$ cat config.mk
export PLATFORM = sky130hd
export DESIGN_NAME = dispense_sequencer_flat
export DESIGN_NICKNAME = d
export VERILOG_FILES = /design/src/rtl/dispense_req_if.sv /design/src/rtl/dispense_sequencer.sv /design/src/flat_wrapper.sv
export SDC_FILE = /design/constraint.sdc
export NUM_CORES = 1
export LEC_CHECK = 0
export CAP_MARGIN = 10
export CORE_MARGIN = 3
export CORE_UTILIZATION = 40
export DETAILED_ROUTE_END_ITERATION = 7
export PLACE_DENSITY = 0.7
export SETUP_SLACK_MARGIN = 0.2
export SYNTH_ARGS = -nofsm -noshare
export SYNTH_HDL_FRONTEND = slang
export SYNTH_SLANG_ARGS = --single-unit
$ cat constraint.sdc
create_clock -name clk -period 2.55 [get_ports clk]
set_clock_uncertainty 0.2 [all_clocks]
set_input_delay 0.6375 -clock clk [delete_from_list [all_inputs] [get_ports clk]]
set_output_delay 0.6375 -clock clk [all_outputs]
set_load 0.1 [all_outputs]
$ cat src/rtl/dispense_req_if.sv
// Request handshake between the vending FSM (master) and the dispense sequencer (slave).
// A transfer happens on a rising edge where req_valid && req_ready; the master holds req_* stable until then.
interface dispense_req_if #(
  parameter int COIN_W = 16
) ();
  logic              req_valid;
  logic              req_ready;
  logic [1:0]        req_bev;
  logic [COIN_W-1:0] req_change;

  modport master (output req_valid, output req_bev, output req_change, input req_ready);
  modport slave  (input req_valid, input req_bev, input req_change, output req_ready);
endinterface

$ cat src/rtl/dispense_sequencer.sv
// Delivery-stage sequencer: beverage delay, beverage pulse, change delay, one coin per cycle, done.
// Optional macro DISPENSE_ABORT_EN adds abort_in, which cancels the beverage during BEV_WAIT.
module dispense_sequencer #(
  parameter int BEV_DELAY = 10,
  parameter int CHG_DELAY = 20,
  parameter int COIN_W    = 16,
  parameter int COIN_VAL  = 10
) (
  input  logic              clk,
  input  logic              rst,
  dispense_req_if.slave     req,
`ifdef DISPENSE_ABORT_EN
  input  logic              abort_in,
`endif
  output logic [1:0]        bev_out,
  output logic              coin_pulse,
  output logic [COIN_W-1:0] change_out,
  output logic              done,
  output logic              err,
  output logic              busy,
  output logic              coin_block,
  output logic [2:0]        dbg_state
);

  typedef enum logic [2:0] {
    S_IDLE     = 3'd0,
    S_BEV_WAIT = 3'd1,
    S_BEV_OUT  = 3'd2,
    S_CHG_WAIT = 3'd3,
    S_CHG_PAY  = 3'd4,
    S_DONE     = 3'd5
  } state_e;

  localparam int MAX_D = (BEV_DELAY > CHG_DELAY) ? BEV_DELAY : CHG_DELAY;
  localparam int CNT_W = (MAX_D < 1) ? 1 : $clog2(MAX_D + 1);
  localparam logic [COIN_W-1:0] COIN = COIN_W'(COIN_VAL);

  // Outputs lag the state by one cycle, so the acceptance cycle counts toward the beverage delay.
  localparam logic [CNT_W-1:0] BEV_CNT_INIT = CNT_W'((BEV_DELAY > 1) ? BEV_DELAY - 2 : 0);
  localparam logic [CNT_W-1:0] CHG_CNT_INIT = CNT_W'((CHG_DELAY > 0) ? CHG_DELAY - 1 : 0);
  localparam state_e BEV_ENTRY = (BEV_DELAY > 1) ? S_BEV_WAIT : S_BEV_OUT;
  localparam state_e CHG_ENTRY = (CHG_DELAY > 0) ? S_CHG_WAIT : S_CHG_PAY;

  state_e            state_q, state_d;
  logic [CNT_W-1:0]  cnt_q, cnt_d;
  logic [1:0]        bev_q, bev_d;
  logic [COIN_W-1:0] remain_q, remain_d;
  logic [COIN_W-1:0] paid_q, paid_d;
  logic              rej_q, rej_d;
  logic              req_ready_q, req_ready_d;
  logic [1:0]        bev_out_q, bev_out_d;
  logic              coin_pulse_q, coin_pulse_d;
  logic [COIN_W-1:0] change_out_q, change_out_d;
  logic              done_q, done_d;
  logic              err_q, err_d;
  logic              busy_q, busy_d;

  logic accept;
  logic bad_req;
  logic abort_w;

`ifdef DISPENSE_ABORT_EN
  assign abort_w = abort_in;
`else
  assign abort_w = 1'b0;
`endif

  assign accept  = req.req_valid && req_ready_q;
  assign bad_req = (req.req_bev == 2'b10) || ((req.req_change % COIN) != '0);

  always_comb begin
    state_d  = state_q;
    cnt_d    = cnt_q;
    bev_d    = bev_q;
    remain_d = remain_q;
    paid_d   = paid_q;
    rej_d    = 1'b0;

    case (state_q)
      S_IDLE: begin
        if (accept) begin
          if (bad_req) begin
            rej_d = 1'b1;
          end else begin
            bev_d    = req.req_bev;
            remain_d = req.req_change;
            paid_d   = '0;
            if (req.req_bev != 2'b00) begin
              state_d = BEV_ENTRY;
              cnt_d   = BEV_CNT_INIT;
            end else if (req.req_change != '0) begin
              state_d = CHG_ENTRY;
              cnt_d   = CHG_CNT_INIT;
            end else begin
              state_d = S_DONE;
            end
          end
        end
      end
      S_BEV_WAIT: begin
        if (abort_w) begin
          state_d = (remain_q != '0) ? CHG_ENTRY : S_DONE;
          cnt_d   = CHG_CNT_INIT;
        end else if (cnt_q == '0) begin
          state_d = S_BEV_OUT;
        end else begin
          cnt_d = cnt_q - CNT_W'(1);
        end
      end
      S_BEV_OUT: begin
        state_d = (remain_q != '0) ? CHG_ENTRY : S_DONE;
        cnt_d   = CHG_CNT_INIT;
      end
      S_CHG_WAIT: begin
        if (cnt_q == '0) state_d = S_CHG_PAY;
        else             cnt_d   = cnt_q - CNT_W'(1);
      end
      S_CHG_PAY: begin
        remain_d = remain_q - COIN;
        paid_d   = paid_q + COIN;
        if (remain_q <= COIN) state_d = S_DONE;
      end
      S_DONE: begin
        state_d  = S_IDLE;
        cnt_d    = '0;
        bev_d    = 2'b00;
        remain_d = '0;
        paid_d   = '0;
      end
      default: state_d = S_IDLE;
    endcase

    // A good accept drops ready at once; a rejected request leaves the sequencer ready.
    req_ready_d  = (state_q == S_IDLE) && !(accept && !bad_req);
    bev_out_d    = (state_q == S_BEV_OUT) ? bev_q : 2'b00;
    coin_pulse_d = (state_q == S_CHG_PAY);
    done_d       = (state_q == S_DONE);
    change_out_d = (state_q == S_DONE) ? paid_q : '0;
    err_d        = rej_q;
    busy_d       = (state_q != S_IDLE);
  end

  always_ff @(posedge clk or negedge rst) begin
    if (!rst) begin
      state_q      <= S_IDLE;
      cnt_q        <= '0;
      bev_q        <= 2'b00;
      remain_q     <= '0;
      paid_q       <= '0;
      rej_q        <= 1'b0;
      req_ready_q  <= 1'b1;
      bev_out_q    <= 2'b00;
      coin_pulse_q <= 1'b0;
      change_out_q <= '0;
      done_q       <= 1'b0;
      err_q        <= 1'b0;
      busy_q       <= 1'b0;
    end else begin
      state_q      <= state_d;
      cnt_q        <= cnt_d;
      bev_q        <= bev_d;
      remain_q     <= remain_d;
      paid_q       <= paid_d;
      rej_q        <= rej_d;
      req_ready_q  <= req_ready_d;
      bev_out_q    <= bev_out_d;
      coin_pulse_q <= coin_pulse_d;
      change_out_q <= change_out_d;
      done_q       <= done_d;
      err_q        <= err_d;
      busy_q       <= busy_d;
    end
  end

  assign req.req_ready = req_ready_q;
  assign bev_out       = bev_out_q;
  assign coin_pulse    = coin_pulse_q;
  assign change_out    = change_out_q;
  assign done          = done_q;
  assign err           = err_q;
  assign busy          = busy_q;
  assign coin_block    = busy_q;
  assign dbg_state     = state_q;

endmodule

$ cat src/flat_wrapper.sv
// flat-port wrapper written by rule: the top's interface ports become plain ports
module dispense_sequencer_flat 
#(
  parameter int BEV_DELAY = 10,
  parameter int CHG_DELAY = 20,
  parameter int COIN_W    = 16,
  parameter int COIN_VAL  = 10
)
  (clk, rst, bev_out, coin_pulse, change_out, done, err, busy, coin_block, dbg_state, req_req_valid, req_req_bev, req_req_change, req_req_ready);
  dispense_req_if #(.COIN_W(COIN_W)) req_i ();
  input  logic clk;
  input  logic rst;
  output logic [1:0] bev_out;
  output logic coin_pulse;
  output logic [COIN_W-1:0] change_out;
  output logic done;
  output logic err;
  output logic busy;
  output logic coin_block;
  output logic [2:0] dbg_state;
  input wire logic [$bits(req_i.req_valid)-1:0] req_req_valid;
  input wire logic [$bits(req_i.req_bev)-1:0] req_req_bev;
  input wire logic [$bits(req_i.req_change)-1:0] req_req_change;
  output wire logic [$bits(req_i.req_ready)-1:0] req_req_ready;
  assign req_i.req_valid = req_req_valid;
  assign req_i.req_bev = req_req_bev;
  assign req_i.req_change = req_req_change;
  assign req_req_ready = req_i.req_ready;
  dispense_sequencer #(.BEV_DELAY(BEV_DELAY), .CHG_DELAY(CHG_DELAY), .COIN_W(COIN_W), .COIN_VAL(COIN_VAL)) u_core (.clk(clk), .rst(rst), .req(req_i), .bev_out(bev_out), .coin_pulse(coin_pulse), .change_out(change_out), .done(done), .err(err), .busy(busy), .coin_block(coin_block), .dbg_state(dbg_state));
endmodule
==> flow_summary.json <==
{
  "path_max_fanout": 14,
  "grt_overflow_total": 0,
  "dp.cells": 1014,
  "min_period_ns": 5.763,
  "cts_made_buffers": 9,
  "grt_usage_pct": 24.83,
  "areaGrowthSynthToFinish_pct": 52.93,
  "initial_core_util_pct": 41.36,
  "fillers": 1043,
  "cpMaxStageDelayCell": "a221o_1",
  "final_nets": 904,
  "crit_cells": 25,
  "crit_family": "compound AO/OA/AOI/OAI gates",
  "synthArstFlopShare_pct": 100.0,
  "port_buffers": 46,
  "synth_top_area_share_pct": 28.44,
  "dieArea_um2": 15310,
  "drtIter0Drc": 652,
  "grt_first_pass_wirelength_mm": 31.26,
  "clock_latency_ns": 0.33,
  "p_total_mw": 6.065,
  "firstDrtPassIters": 7,
  "syn_nets": 716,
  "path_class": "in2reg",
  "rsz0062_at_grt": "yes",
  "p_leak_nw": 3.618,
  "crit_arrival_ns": 5.78,
  "hpwl_mm": 12.54,
  "ir_worst_vdd_uv": 381.7,
  "routed_wl_mm": 19.24,
  "fin_crit_sh_pct": 226.0,
  "synth_enable_flop_cells": 0,
  "coreArea_um2": 13400,
  "worstMarginPinSlew_ns": 0.5055,
  "cts_tree": "yes",
  "synth_common_cells": "63 x dfrtp_1, 56 x a21oi_1, 54 x nor2_1",
  "layout-drive-gt1-share_pct": 41.63,
  "cp.required_ns": 2.57,
  "yosys.area.top_type": "dfrtp_1",
  "netlist_area_um2": 5543,
  "reg2reg_from": "u_core.dbg_state[1]",
  "min_path_type": "in2async",
  "synth_cells": 691,
  "cts_max_level": 3,
  "reg2reg_to": "u_core.paid_q[3]",
  "worstSetupStartpointType": "input pin",
  "crit_start": "req_req_change[15]",
  "critPathBufInv": 7,
  "ant_nets": 0,
  "yosys-top-cells-area": "dfrtp_1 28%, a21oi_1 5.1%, o21ai_0 4.4%",
  "setup_tns_ns": -131.83,
  "slowest_delay_ns": 0.41,
  "crit_path_end": "u_core.paid_q[6]",
  "synth_top_flop_cell": "dfrtp_1",
  "yosys_warnings": 0,
  "relSlewSlack_pct": 66.18,
  "first_global_vias": 6335,
  "fmax_ghz": 0.1735,
  "rrSetupSlack_ns": 0.27,
  "n_antenna_cell": 0,
  "avgViaCountPerCell": 6.205,
  "clk_transition_reported_paths_ns": 0.05,
  "ys_ff_latch": 64,
  "die_w_um": 123.7,
  "grt_max_degree": 65,
  "cts_buffer_depth": 2,
  "route.detailed.drc": 0,
  "row_count": 42,
  "stdcell_count": 1060,
  "violations": "setup timing",
  "maxSlewViolCount": 0,
  "cp-end-kind": "register",
  "via_count": 6577,
  "maxCapViolCount": 0,
  "cts-root-buf": "clkbuf_16",
  "status": "complete, but fails checks",
  "ff2ff_path_depth": 6,
  "antenna_found_initial": 0,
  "crit_top_cell": "buf_4",
  "synth-seq-area-share_pct": 28.92,
  "io-pin-count": 48,
  "synth_area_per_cell_um2": 8.021,
  "synth_cell_types": 97,
  "cts.sinks": 64,
  "finalHoldViolCount": 0,
  "power_density_nw_per_um2": 715.5,
  "setup_ws_ns": -3.213,
  "die_y_um": 123.7,
  "yosysMostFrequentCell": "dfrtp_1",
  "finalSetupViolCount": 43,
  "worst_hold_slack_ns": 0.09471,
  "wl_per_cell_um": 18.15,
  "gp_congestion": 0.9089
}
[per-stage QoR]
step / util [%] / setup WS, ns / cell area, µm²
2_1_floorplan: - / -3.043 / 5679
5_1_grt: 63.26 / -3.405 / 8477
4_1_cts: 61.60 / -3.017 / 8254
6_report: 63.26 / -3.213 / 8477
3_5_place_dp: 54.26 / -3.906 / 7271
3_3_place_gp: 54.26 / -3.813 / 7271
[placed cells by master (no fill, tap or decap), types with 14 or more instances in the layout]
| cell type | netlist | routed |
|---|---|---|
| o21ai_0 | 49 | 34 |
| nand3_1 | 22 | 20 |
| a21oi_1 | 56 | 48 |
| dfrtp_1 | 63 | 63 |
| nand2_1 | 47 | 43 |
| inv_1 | 22 | 22 |
| buf_6 | 2 | 15 |
| nor3_1 | 29 | 23 |
| buf_4 | 5 | 187 |
| o21ai_1 | 5 | 14 |
| nor2_1 | 54 | 50 |
| nand4_1 | 19 | 19 |
| and2_1 | 24 | 22 |
[repair_timing]
action / 4_1_cts / 5_1_grt
endpoints found under the setup margin: 43 / 43
gates resized for setup: 129 / 43
hold buffers: 0 / 0
cloned: 3 / 0
setup buffers: 19 / 8
pin swaps: 46 / 25
[where the power goes]
| part | internal, mW | leakage [nW] | total [mW] | switching (mW) |
|---|---|---|---|---|
| clock network | 0.786 | 0.145 | 1.26 | 0.472 |
| registers | 1.26 | 0.840 | 1.53 | 0.271 |
| logic | 1.41 | 2.63 | 3.28 | 1.87 |
| total | 3.46 | 3.62 | 6.07 | 2.61 |
[worst reg2reg max path: cells and delay by family (launching register included)]
family	cells	cell delay, ns
compound gates	3	0.59
simple gates	1	0.20
buf+inv	2	0.56
flops	1	0.63
[per-layer routing]
metal	up-vias	share of wire [%]	GRT usage (%)
met5	-	0	0
met4	0	2.3	7.958
met3	46	6.2	4.405
met2	281	50	42.31
met1	3210	42	31.85
li1	3040	-	-
[sequential cells by signal, summed over array words and instances (netlist names), 2 cells and up]
signal	count
u_core.remain_q	16
u_core.change_out	15
u_core.paid_q	15
u_core.cnt_q	5
u_core.dbg_state	3
u_core.bev_out	2
u_core.bev_q	2
[worst min path at each step]
stage | slack, ns | endpoint
global route | 0.14 | u_core.cnt_q[4]
CTS | 0.12 | u_core.change_out[10]
global placement | 0.15 | u_core.err
floorplan | 0.13 | u_core.err
detailed placement | 0.14 | u_core.err
finish | 0.09 | u_core.cnt_q[4]
[area by class of cell]
cell class	instances	area, µm²	area share (%)
flip-flops and latches	64	1603	18.91
clock inverters	6	67.56	0.7970
inverters	24	90.09	1.063
repair buffers	234	2012	23.73
clock buffers	10	239.0	2.819
multi-input cells	546	4245	50.08
well taps	176	220.2	2.598
[cell families (layout without fill, tap and decap cells)]
kind of cell,count (synthesis),count (layout),share of synthesized area [%]
AND/OR/NAND/NOR,266,266,25.78
buffers and inverters,81,274,6.366
XOR/XNOR,5,5,0.7902
other,1,1,0.06766
flip-flops,64,64,28.92
adder cells (fa/ha/maj),5,5,1.106
multiplexers,16,16,3.093
AO/OA/AOI/OAI,253,253,33.88
(Power assumes the default switching activity.)
